## src/rtl/icb_cfg_init_if.sv

```systemverilog
// Bundle of request/response handshake and ICB strobe signals for icb_cfg_init.
// master = the initiator core, slave = requester plus ICB config slave side.
interface icb_cfg_init_if #(
    parameter int aw = 8
);
    logic          req_valid;
    logic          req_ready;
    logic          req_we;
    logic [aw-1:0] req_adr;
    logic [31:0]   req_wdat;
    logic          rsp_valid;
    logic          rsp_ready;
    logic [31:0]   rsp_rdat;
    logic          rsp_err;
    logic          icb_wr;
    logic [aw-1:0] icb_wadr;
    logic [31:0]   icb_wdat;
    logic          icb_wack;
    logic          icb_rd;
    logic [aw-1:0] icb_radr;
    logic [31:0]   icb_rdat;
    logic          icb_rack;

    modport master (
        input  req_valid, req_we, req_adr, req_wdat, rsp_ready,
        input  icb_wack, icb_rdat, icb_rack,
        output req_ready, rsp_valid, rsp_rdat, rsp_err,
        output icb_wr, icb_wadr, icb_wdat, icb_rd, icb_radr
    );

    modport slave (
        output req_valid, req_we, req_adr, req_wdat, rsp_ready,
        output icb_wack, icb_rdat, icb_rack,
        input  req_ready, rsp_valid, rsp_rdat, rsp_err,
        input  icb_wr, icb_wadr, icb_wdat, icb_rd, icb_radr
    );
endinterface

```

## src/rtl/icb_cfg_init.sv

```systemverilog
// Single-outstanding ICB initiator: one register access per request, with an
// ack timeout that aborts the strobe and reports an error response.
module icb_cfg_init #(
    parameter int aw     = 8,
    parameter int TO_CYC = 16
) (
    input  logic           clk,
    input  logic           rst,
    icb_cfg_init_if.master bus
);
    typedef enum logic [1:0] {IDLE, WR, RD, RSP} state_t;

    localparam logic [7:0] TO_LAST = 8'(TO_CYC - 1);

    state_t        state_q, state_d;
    logic [7:0]    timer_q, timer_d;
    logic [aw-1:0] adr_q, adr_d;
    logic [31:0]   wdat_q, wdat_d;
    logic [31:0]   rdat_q, rdat_d;
    logic          err_q, err_d;
    logic          req_ready_q, req_ready_d;
    logic          icb_wr_q, icb_wr_d;
    logic          icb_rd_q, icb_rd_d;
    logic          rsp_valid_q, rsp_valid_d;

    always_ff @(posedge clk) begin
        if (rst) begin
            state_q     <= IDLE;
            timer_q     <= '0;
            adr_q       <= '0;
            wdat_q      <= '0;
            rdat_q      <= '0;
            err_q       <= 1'b0;
            req_ready_q <= 1'b1;
            icb_wr_q    <= 1'b0;
            icb_rd_q    <= 1'b0;
            rsp_valid_q <= 1'b0;
        end else begin
            state_q     <= state_d;
            timer_q     <= timer_d;
            adr_q       <= adr_d;
            wdat_q      <= wdat_d;
            rdat_q      <= rdat_d;
            err_q       <= err_d;
            req_ready_q <= req_ready_d;
            icb_wr_q    <= icb_wr_d;
            icb_rd_q    <= icb_rd_d;
            rsp_valid_q <= rsp_valid_d;
        end
    end

    always_comb begin
        state_d = state_q;
        timer_d = timer_q;
        adr_d   = adr_q;
        wdat_d  = wdat_q;
        rdat_d  = rdat_q;
        err_d   = err_q;
        unique case (state_q)
            IDLE: begin
                if (bus.req_valid && req_ready_q) begin
                    adr_d   = bus.req_adr;
                    wdat_d  = bus.req_wdat;
                    timer_d = '0;
                    state_d = bus.req_we ? WR : RD;
                end
            end
            WR: begin
                // A same-cycle ack takes priority over the timeout abort.
                if (bus.icb_wack) begin
                    state_d = RSP;
                    rdat_d  = '0;
                    err_d   = 1'b0;
                end else if (timer_q == TO_LAST) begin
                    state_d = RSP;
                    rdat_d  = '0;
                    err_d   = 1'b1;
                end else begin
                    timer_d = timer_q + 8'd1;
                end
            end
            RD: begin
                if (bus.icb_rack) begin
                    state_d = RSP;
                    rdat_d  = bus.icb_rdat;
                    err_d   = 1'b0;
                end else if (timer_q == TO_LAST) begin
                    state_d = RSP;
                    rdat_d  = '0;
                    err_d   = 1'b1;
                end else begin
                    timer_d = timer_q + 8'd1;
                end
            end
            RSP: begin
                if (bus.rsp_ready) begin
                    state_d = IDLE;
                end
            end
            default: state_d = IDLE;
        endcase
    end

    // Outputs are decoded from the next state so they appear registered.
    always_comb begin
        req_ready_d = (state_d == IDLE);
        icb_wr_d    = (state_d == WR);
        icb_rd_d    = (state_d == RD);
        rsp_valid_d = (state_d == RSP);
    end

    assign bus.req_ready = req_ready_q;
    assign bus.rsp_valid = rsp_valid_q;
    assign bus.rsp_rdat  = rdat_q;
    assign bus.rsp_err   = err_q;
    assign bus.icb_wr    = icb_wr_q;
    assign bus.icb_wadr  = adr_q;
    assign bus.icb_wdat  = wdat_q;
    assign bus.icb_rd    = icb_rd_q;
    assign bus.icb_radr  = adr_q;
endmodule
```

## src/flat_wrapper.sv

```systemverilog
// flat-port wrapper written by rule: the top's interface ports become plain ports
module icb_cfg_init_flat 
#(
    parameter int aw     = 8,
    parameter int TO_CYC = 16
)
  (clk, rst, bus_req_valid, bus_req_we, bus_req_adr, bus_req_wdat, bus_rsp_ready, bus_icb_wack, bus_icb_rdat, bus_icb_rack, bus_req_ready, bus_rsp_valid, bus_rsp_rdat, bus_rsp_err, bus_icb_wr, bus_icb_wadr, bus_icb_wdat, bus_icb_rd, bus_icb_radr);
  icb_cfg_init_if #(.aw(aw)) bus_i ();
  input  logic clk;
  input  logic rst;
  input wire logic [$bits(bus_i.req_valid)-1:0] bus_req_valid;
  input wire logic [$bits(bus_i.req_we)-1:0] bus_req_we;
  input wire logic [$bits(bus_i.req_adr)-1:0] bus_req_adr;
  input wire logic [$bits(bus_i.req_wdat)-1:0] bus_req_wdat;
  input wire logic [$bits(bus_i.rsp_ready)-1:0] bus_rsp_ready;
  input wire logic [$bits(bus_i.icb_wack)-1:0] bus_icb_wack;
  input wire logic [$bits(bus_i.icb_rdat)-1:0] bus_icb_rdat;
  input wire logic [$bits(bus_i.icb_rack)-1:0] bus_icb_rack;
  output wire logic [$bits(bus_i.req_ready)-1:0] bus_req_ready;
  output wire logic [$bits(bus_i.rsp_valid)-1:0] bus_rsp_valid;
  output wire logic [$bits(bus_i.rsp_rdat)-1:0] bus_rsp_rdat;
  output wire logic [$bits(bus_i.rsp_err)-1:0] bus_rsp_err;
  output wire logic [$bits(bus_i.icb_wr)-1:0] bus_icb_wr;
  output wire logic [$bits(bus_i.icb_wadr)-1:0] bus_icb_wadr;
  output wire logic [$bits(bus_i.icb_wdat)-1:0] bus_icb_wdat;
  output wire logic [$bits(bus_i.icb_rd)-1:0] bus_icb_rd;
  output wire logic [$bits(bus_i.icb_radr)-1:0] bus_icb_radr;
  assign bus_i.req_valid = bus_req_valid;
  assign bus_i.req_we = bus_req_we;
  assign bus_i.req_adr = bus_req_adr;
  assign bus_i.req_wdat = bus_req_wdat;
  assign bus_i.rsp_ready = bus_rsp_ready;
  assign bus_i.icb_wack = bus_icb_wack;
  assign bus_i.icb_rdat = bus_icb_rdat;
  assign bus_i.icb_rack = bus_icb_rack;
  assign bus_req_ready = bus_i.req_ready;
  assign bus_rsp_valid = bus_i.rsp_valid;
  assign bus_rsp_rdat = bus_i.rsp_rdat;
  assign bus_rsp_err = bus_i.rsp_err;
  assign bus_icb_wr = bus_i.icb_wr;
  assign bus_icb_wadr = bus_i.icb_wadr;
  assign bus_icb_wdat = bus_i.icb_wdat;
  assign bus_icb_rd = bus_i.icb_rd;
  assign bus_icb_radr = bus_i.icb_radr;
  icb_cfg_init #(.aw(aw), .TO_CYC(TO_CYC)) u_core (.clk(clk), .rst(rst), .bus(bus_i));
endmodule
```

## config.mk

```make
export PLATFORM = sky130hd
export DESIGN_NAME = icb_cfg_init_flat
export DESIGN_NICKNAME = d
export VERILOG_FILES = /design/src/rtl/icb_cfg_init_if.sv /design/src/rtl/icb_cfg_init.sv /design/src/flat_wrapper.sv
export SDC_FILE = /design/constraint.sdc
export NUM_CORES = 1
export LEC_CHECK = 0
export BUFFER_PORTS_ARGS = -buffer_cell sky130_fd_sc_hd__clkbuf_2
export CORE_MARGIN = 3
export CORE_UTILIZATION = 48
export CTS_CLUSTER_SIZE = 40
export DETAILED_ROUTE_END_ITERATION = 8
export GPL_ROUTABILITY_DRIVEN = 0
export GPL_TIMING_DRIVEN = 0
export PLACE_DENSITY = 0.87
export SLEW_MARGIN = 20
export SYNTH_ARGS = -nofsm -noshare
export SYNTH_HDL_FRONTEND = slang
export SYNTH_SLANG_ARGS = --single-unit
```

## constraint.sdc

```tcl
create_clock -name clk -period 5.2 [get_ports clk]
set_input_delay 0.26 -clock clk [delete_from_list [all_inputs] [get_ports clk]]
set_output_delay 0.26 -clock clk [all_outputs]
set_load 0.02 [all_outputs]
```

# Word-level counts from Yosys, hierarchy flattened
# Index checks and enable logic that the tools add are counted.
# W data, S select, Z words.
# word_totals
register_bits	87
latch_bits	0
mem_bits_rw	0
mem_bits_ro	0
inputBits	79
mem_count	0
# op_classes
addsub	1
n_mul	0
div	0
order_cmp	0
eq_ne	10
n_shift	0
muxes	20
bitwise_logic	0
n_reduce_logical	7
# ops
op	count
$mux W32	3
$pmux W32 S2	1
$mux W8	4
$pmux W8 S3	1
$mux W2	6
$add A8 B1 Y8 const B	1
$eq A2 B2 Y1 const B	4
$eq A8 B4 Y1 const B	1
$pmux W2 S4	1
$eq A2 B1 Y1 const B	2
$logic_not A2 Y1	2
$ne A2 B2 Y1 const B	2
$reduce_and A4 Y1	1
$mux W1	3
$reduce_bool A3 Y1	1
$ne A2 B1 Y1 const B	1
$pmux W1 S2	1
$reduce_and A2 Y1	1
$reduce_bool A2 Y1	1
$logic_and A1 B1 Y1	1

# Logic depth before layout (Yosys ltp)
# logic_depth
ltp_word	5
mapped_depth	7

# Worst setup path before layout
# No wires, ideal clock.
# synth_timing
path_kind	register to register
start	register u_core.state_q[0]
end	register u_core.timer_q[4]
setup_time_ns	0.068
arrival_ns	1.879
setup_slack_ns	3.253
path_stages_with_launch	8
path_buffers	1
period_less_slack_ns	1.947
cell_sequence	dfxtp_1 > inv_1 > ha_1 > a22o_1 > a21o_1 > buf_6 > or4_4 > a21oi_2
# synth_via
elab_chain_cells	3
# synth_rtl
item	line_no	rtl
start, declared	icb_cfg_init.sv:15	state_t state_q, state_d;
start signal, assigned	icb_cfg_init.sv:39	state_q <= state_d;
$eq A2 B2 Y1, or another cell as far along	icb_cfg_init.sv:59	unique case (state_q)
$ne A2 B2 Y1 (no source line), or another cell as far along	--	
$reduce_and A4 Y1 (no source line)	--	
end signal, assigned	icb_cfg_init.sv:40	timer_q <= timer_d;
end, declared	icb_cfg_init.sv:16	logic [7:0] timer_q, timer_d;
# Several ways; a longest one is shown, not always the timed one.
# A chain may end at the register's enable or synchronous reset.

# Worst setup path after layout
# layout_timing
start	register u_core.state_q[0]
end	register u_core.rdat_q[16], in the netlist u_core.bus.rsp_rdat[16]
# layout_via
elab_chain_cells	2
# layout_rtl
item	line_no	rtl
$eq A2 B2 Y1 or $eq A2 B1 Y1 (tied branches)	icb_cfg_init.sv:59	
$pmux W32 S2 or $reduce_bool A2 Y1 (tied branches)	--	
end signal, assigned	icb_cfg_init.sv:43	rdat_q <= rdat_d;
end, declared	icb_cfg_init.sv:19	logic [31:0] rdat_q, rdat_d;
# Several ways; a longest one is shown, not always the timed one.

==> results.toml <==
[status]
status = "finished clean"

[worst_setup_path]
critPathMaxStageDelay_ps = 510
critical_path_class = "reg -> reg"
start_kind = "flip-flop"
cp_cell_sequence = "inv_1, ha_1, inv_1, nor3_1, clkbuf_1, a22o_1"
arrival_ps = 2480
cpMaxStageDelayCell = "nor3_1"
r2r_slack_ps = 3020
path_max_fanout = 10
r2r_cells = 6
cp-end-kind = "flip-flop"
cpMostUsedCell = "inv_1"
cp.required_ps = 5500
startpoint = "u_core.state_q[0]$_SDFF_PP0_"
reg2reg_from = "u_core.state_q[0]$_SDFF_PP0_"

[timing]
setup_viol_count_final = 0
hold_violations = 0
slew_headroom_pct = 61.27
timing.hold.ws_ps = 111.7
slew_violations = 0
fin_crit_sh_pct = 41.92
max_freq_mhz = 458.7
worst_slack_ps = 3020
period_needed_ps = 2180
tns_ps = 0
finClkSkew_ps = 9.397
tightest_slew_ps = 576.5
rsz0062_at_grt = "no"

[die]
ioPinCount = 164
die_area_mm2 = 0.007662
core_area_mm2 = 0.006386
initial_core_util_pct = 49.96
die_w_um = 87.53
die_y_um = 87.53
num_rows = 29

[global_routing]
grt_pass1_wl_mm = 13.22
grt_max_degree = 17
grtUsageMet3_pct = 6.491
use_met1_pct = 24.72
overflow = 0
met2_usage_pct = 37.40
grt_use_total_pct = 21.50
busiest_layer = "met2"
grt_antenna_before_repair = 0
first_global_vias = 2968

[yosys]
ys_seq_elements = 87
ys_async_sr_fraction_pct = 0
ys_seq_area_share_pct = 54.59
syn_nets = 430
synth_edf_count = 0
synth_top_cell_by_area = "dfxtp_1"
synth_commonest_cells = "dfxtp_1, nand2_1, a21oi_1"
synth_flop_cell = "dfxtp_1"
yosys_warnings = 0
synth_area_leaders = "dfxtp_1, nand2_1, a22o_1"
synth.top_cell.area_share_pct = 54.59
syn_area_per_cell_um2 = 9.221
syn-instance-count = 346
yosysMostFrequentCell = "dfxtp_1"
syn-cell-area_mm2 = 0.003191
yosysUniqueCellTypes = 34

[final_layout]
syn2layout_area_growth_pct = 34.82
final_cell_area_mm2 = 0.004302
drive_gt1_share_pct = 37.60
n_antenna_cell = 0
fin_cells = 601
fin_nets = 603
final_util_pct = 67.36

[routing]
vias = 3100
wl_mm = 8.248
wl_per_cell_um = 13.72
ant_nets = 0
viasPerCell = 5.158
drtIter0Drc = 157
drt_drc_violations_left = 0
firstDrtPassIters = 4

[power_and_ir_drop]
p_sw_share_pct = 31.73
comb_power_share_pct = 21.6
p_int_mw = 1.063
leakage_nw = 2.015
switchingPower_mw = 0.4943
vdd_drop_max_uv = 231.1
pwr-share-clk_pct = 30.8
power_density_mw_per_mm2 = 362.1
finalPower_mw = 1.558
seqPwrFrac_pct = 47.6

[cts]
cts-root-buf = "clkbuf_8"
cts.sinks = 87
cts_resized = 0
cts_buffers = 9
htreeDepth = 3
clock_latency_ps = 350
cts_setup_buffers = 0
cts.clk_slew.worst_paths_ps = 90
hold_buffers = 0
cts_tree = "yes"
cts_max_path_buffers = 2

[worst_hold_path]
min_path_cells = 2
min_path_type = "in -> reg"
worstHoldStart = "bus_icb_rdat[24]"

[placement]
dp_hpwl_mm = 6.363
pre_cts_ws_ps = 2992
dpl-instance-area_mm2 = 0.004098
dp.cells = 585
port_buffers = 162

[job]
maxCapViolations = 0
[final cells by class]
cell class / instances / area (um^2)
fill: 503 / 2085
sequential: 87 / 1742
multi-input combinational: 223 / 1271
timing repair buffer: 162 / 810.8
buffer: 31 / 158.9
clock buffer: 9 / 123.9
tap: 77 / 96.34
clock inverter: 7 / 80.08
inverter: 5 / 18.77
[final timing paths]
| check | to |
|---|---|
| worst max-delay path | u_core.bus.rsp_rdat[16]$_SDFFE_PP0P_ |
| worst min-delay path | u_core.bus.rsp_rdat[24]$_SDFFE_PP0P_ |
| worst max register to register | u_core.bus.rsp_rdat[16]$_SDFFE_PP0P_ |
| worst min register to register | u_core.bus.icb_wdat[14]$_SDFFE_PP0P_ |
[placed cells by master, fill, tap and decap left out, types with 3 or more instances in the layout]
cell type,count
nor2_1,6
a22o_1,33
nand3_1,3
inv_1,5
buf_1,3
nand2_1,85
a21oi_1,48
buf_4,8
ha_1,5
clkbuf_1,15
o21ai_0,5
nor3_1,5
or4_1,3
clkbuf_2,162
dfxtp_1,87
clkbuf_8,9
buf_2,4
o31ai_1,4
[power by group through the flow]
stage,clock network (mW),logic [mW],registers [mW]
5_1_grt,0.517,0.373,0.748
2_1_floorplan,0,0.165,0.806
6_report,0.480,0.336,0.742
3_3_place_gp,0,0.326,0.755
4_1_cts,0.490,0.338,0.742
3_5_place_dp,0,0.336,0.758
[routing by layer]
layer | wire, um | part of all wire, % | vias to the layer above
met1 | 3376 | 41 | 1408
met2 | 3907 | 47 | 138
met3 | 826 | 10 | 13
met4 | 138 | 1.7 | 0
met5 | 0 | 0 | -
li1 | - | - | 1541
[kinds of logic (layout without fill, tap and decap cells)]
group,Yosys count,in the layout,synth area share [%]
buffers and inverters,36,214,5.569
AOI/OAI and AO/OA,101,101,21.25
DFF,87,87,54.59
xor gates and xnor gates,2,2,0.5491
and+or+nand+nor,113,113,15.41
adders and majority gates,5,5,1.961
muxes,2,2,0.6667
[state kept, by name (all words and copies together), names as in the netlist]
name	count
u_core.bus.icb_rd	1
u_core.bus.req_ready	1
u_core.bus.rsp_err	1
u_core.bus.icb_wr	1
u_core.bus.icb_radr	8
u_core.bus.rsp_valid	1
u_core.bus.rsp_rdat	32
u_core.timer_q	8
u_core.bus.icb_wdat	32
u_core.state_q	2
[critical path: cells and delay by family (launching register included)]
kind / cells / cell delay (ps)
AO/OA/AOI/OAI: 1 / 200
adder cells (fa/ha/maj): 1 / 390
buffers and inverters: 3 / 600
flip-flops: 1 / 430
AND/OR/NAND/NOR: 1 / 510
(Power assumes the default switching activity.)
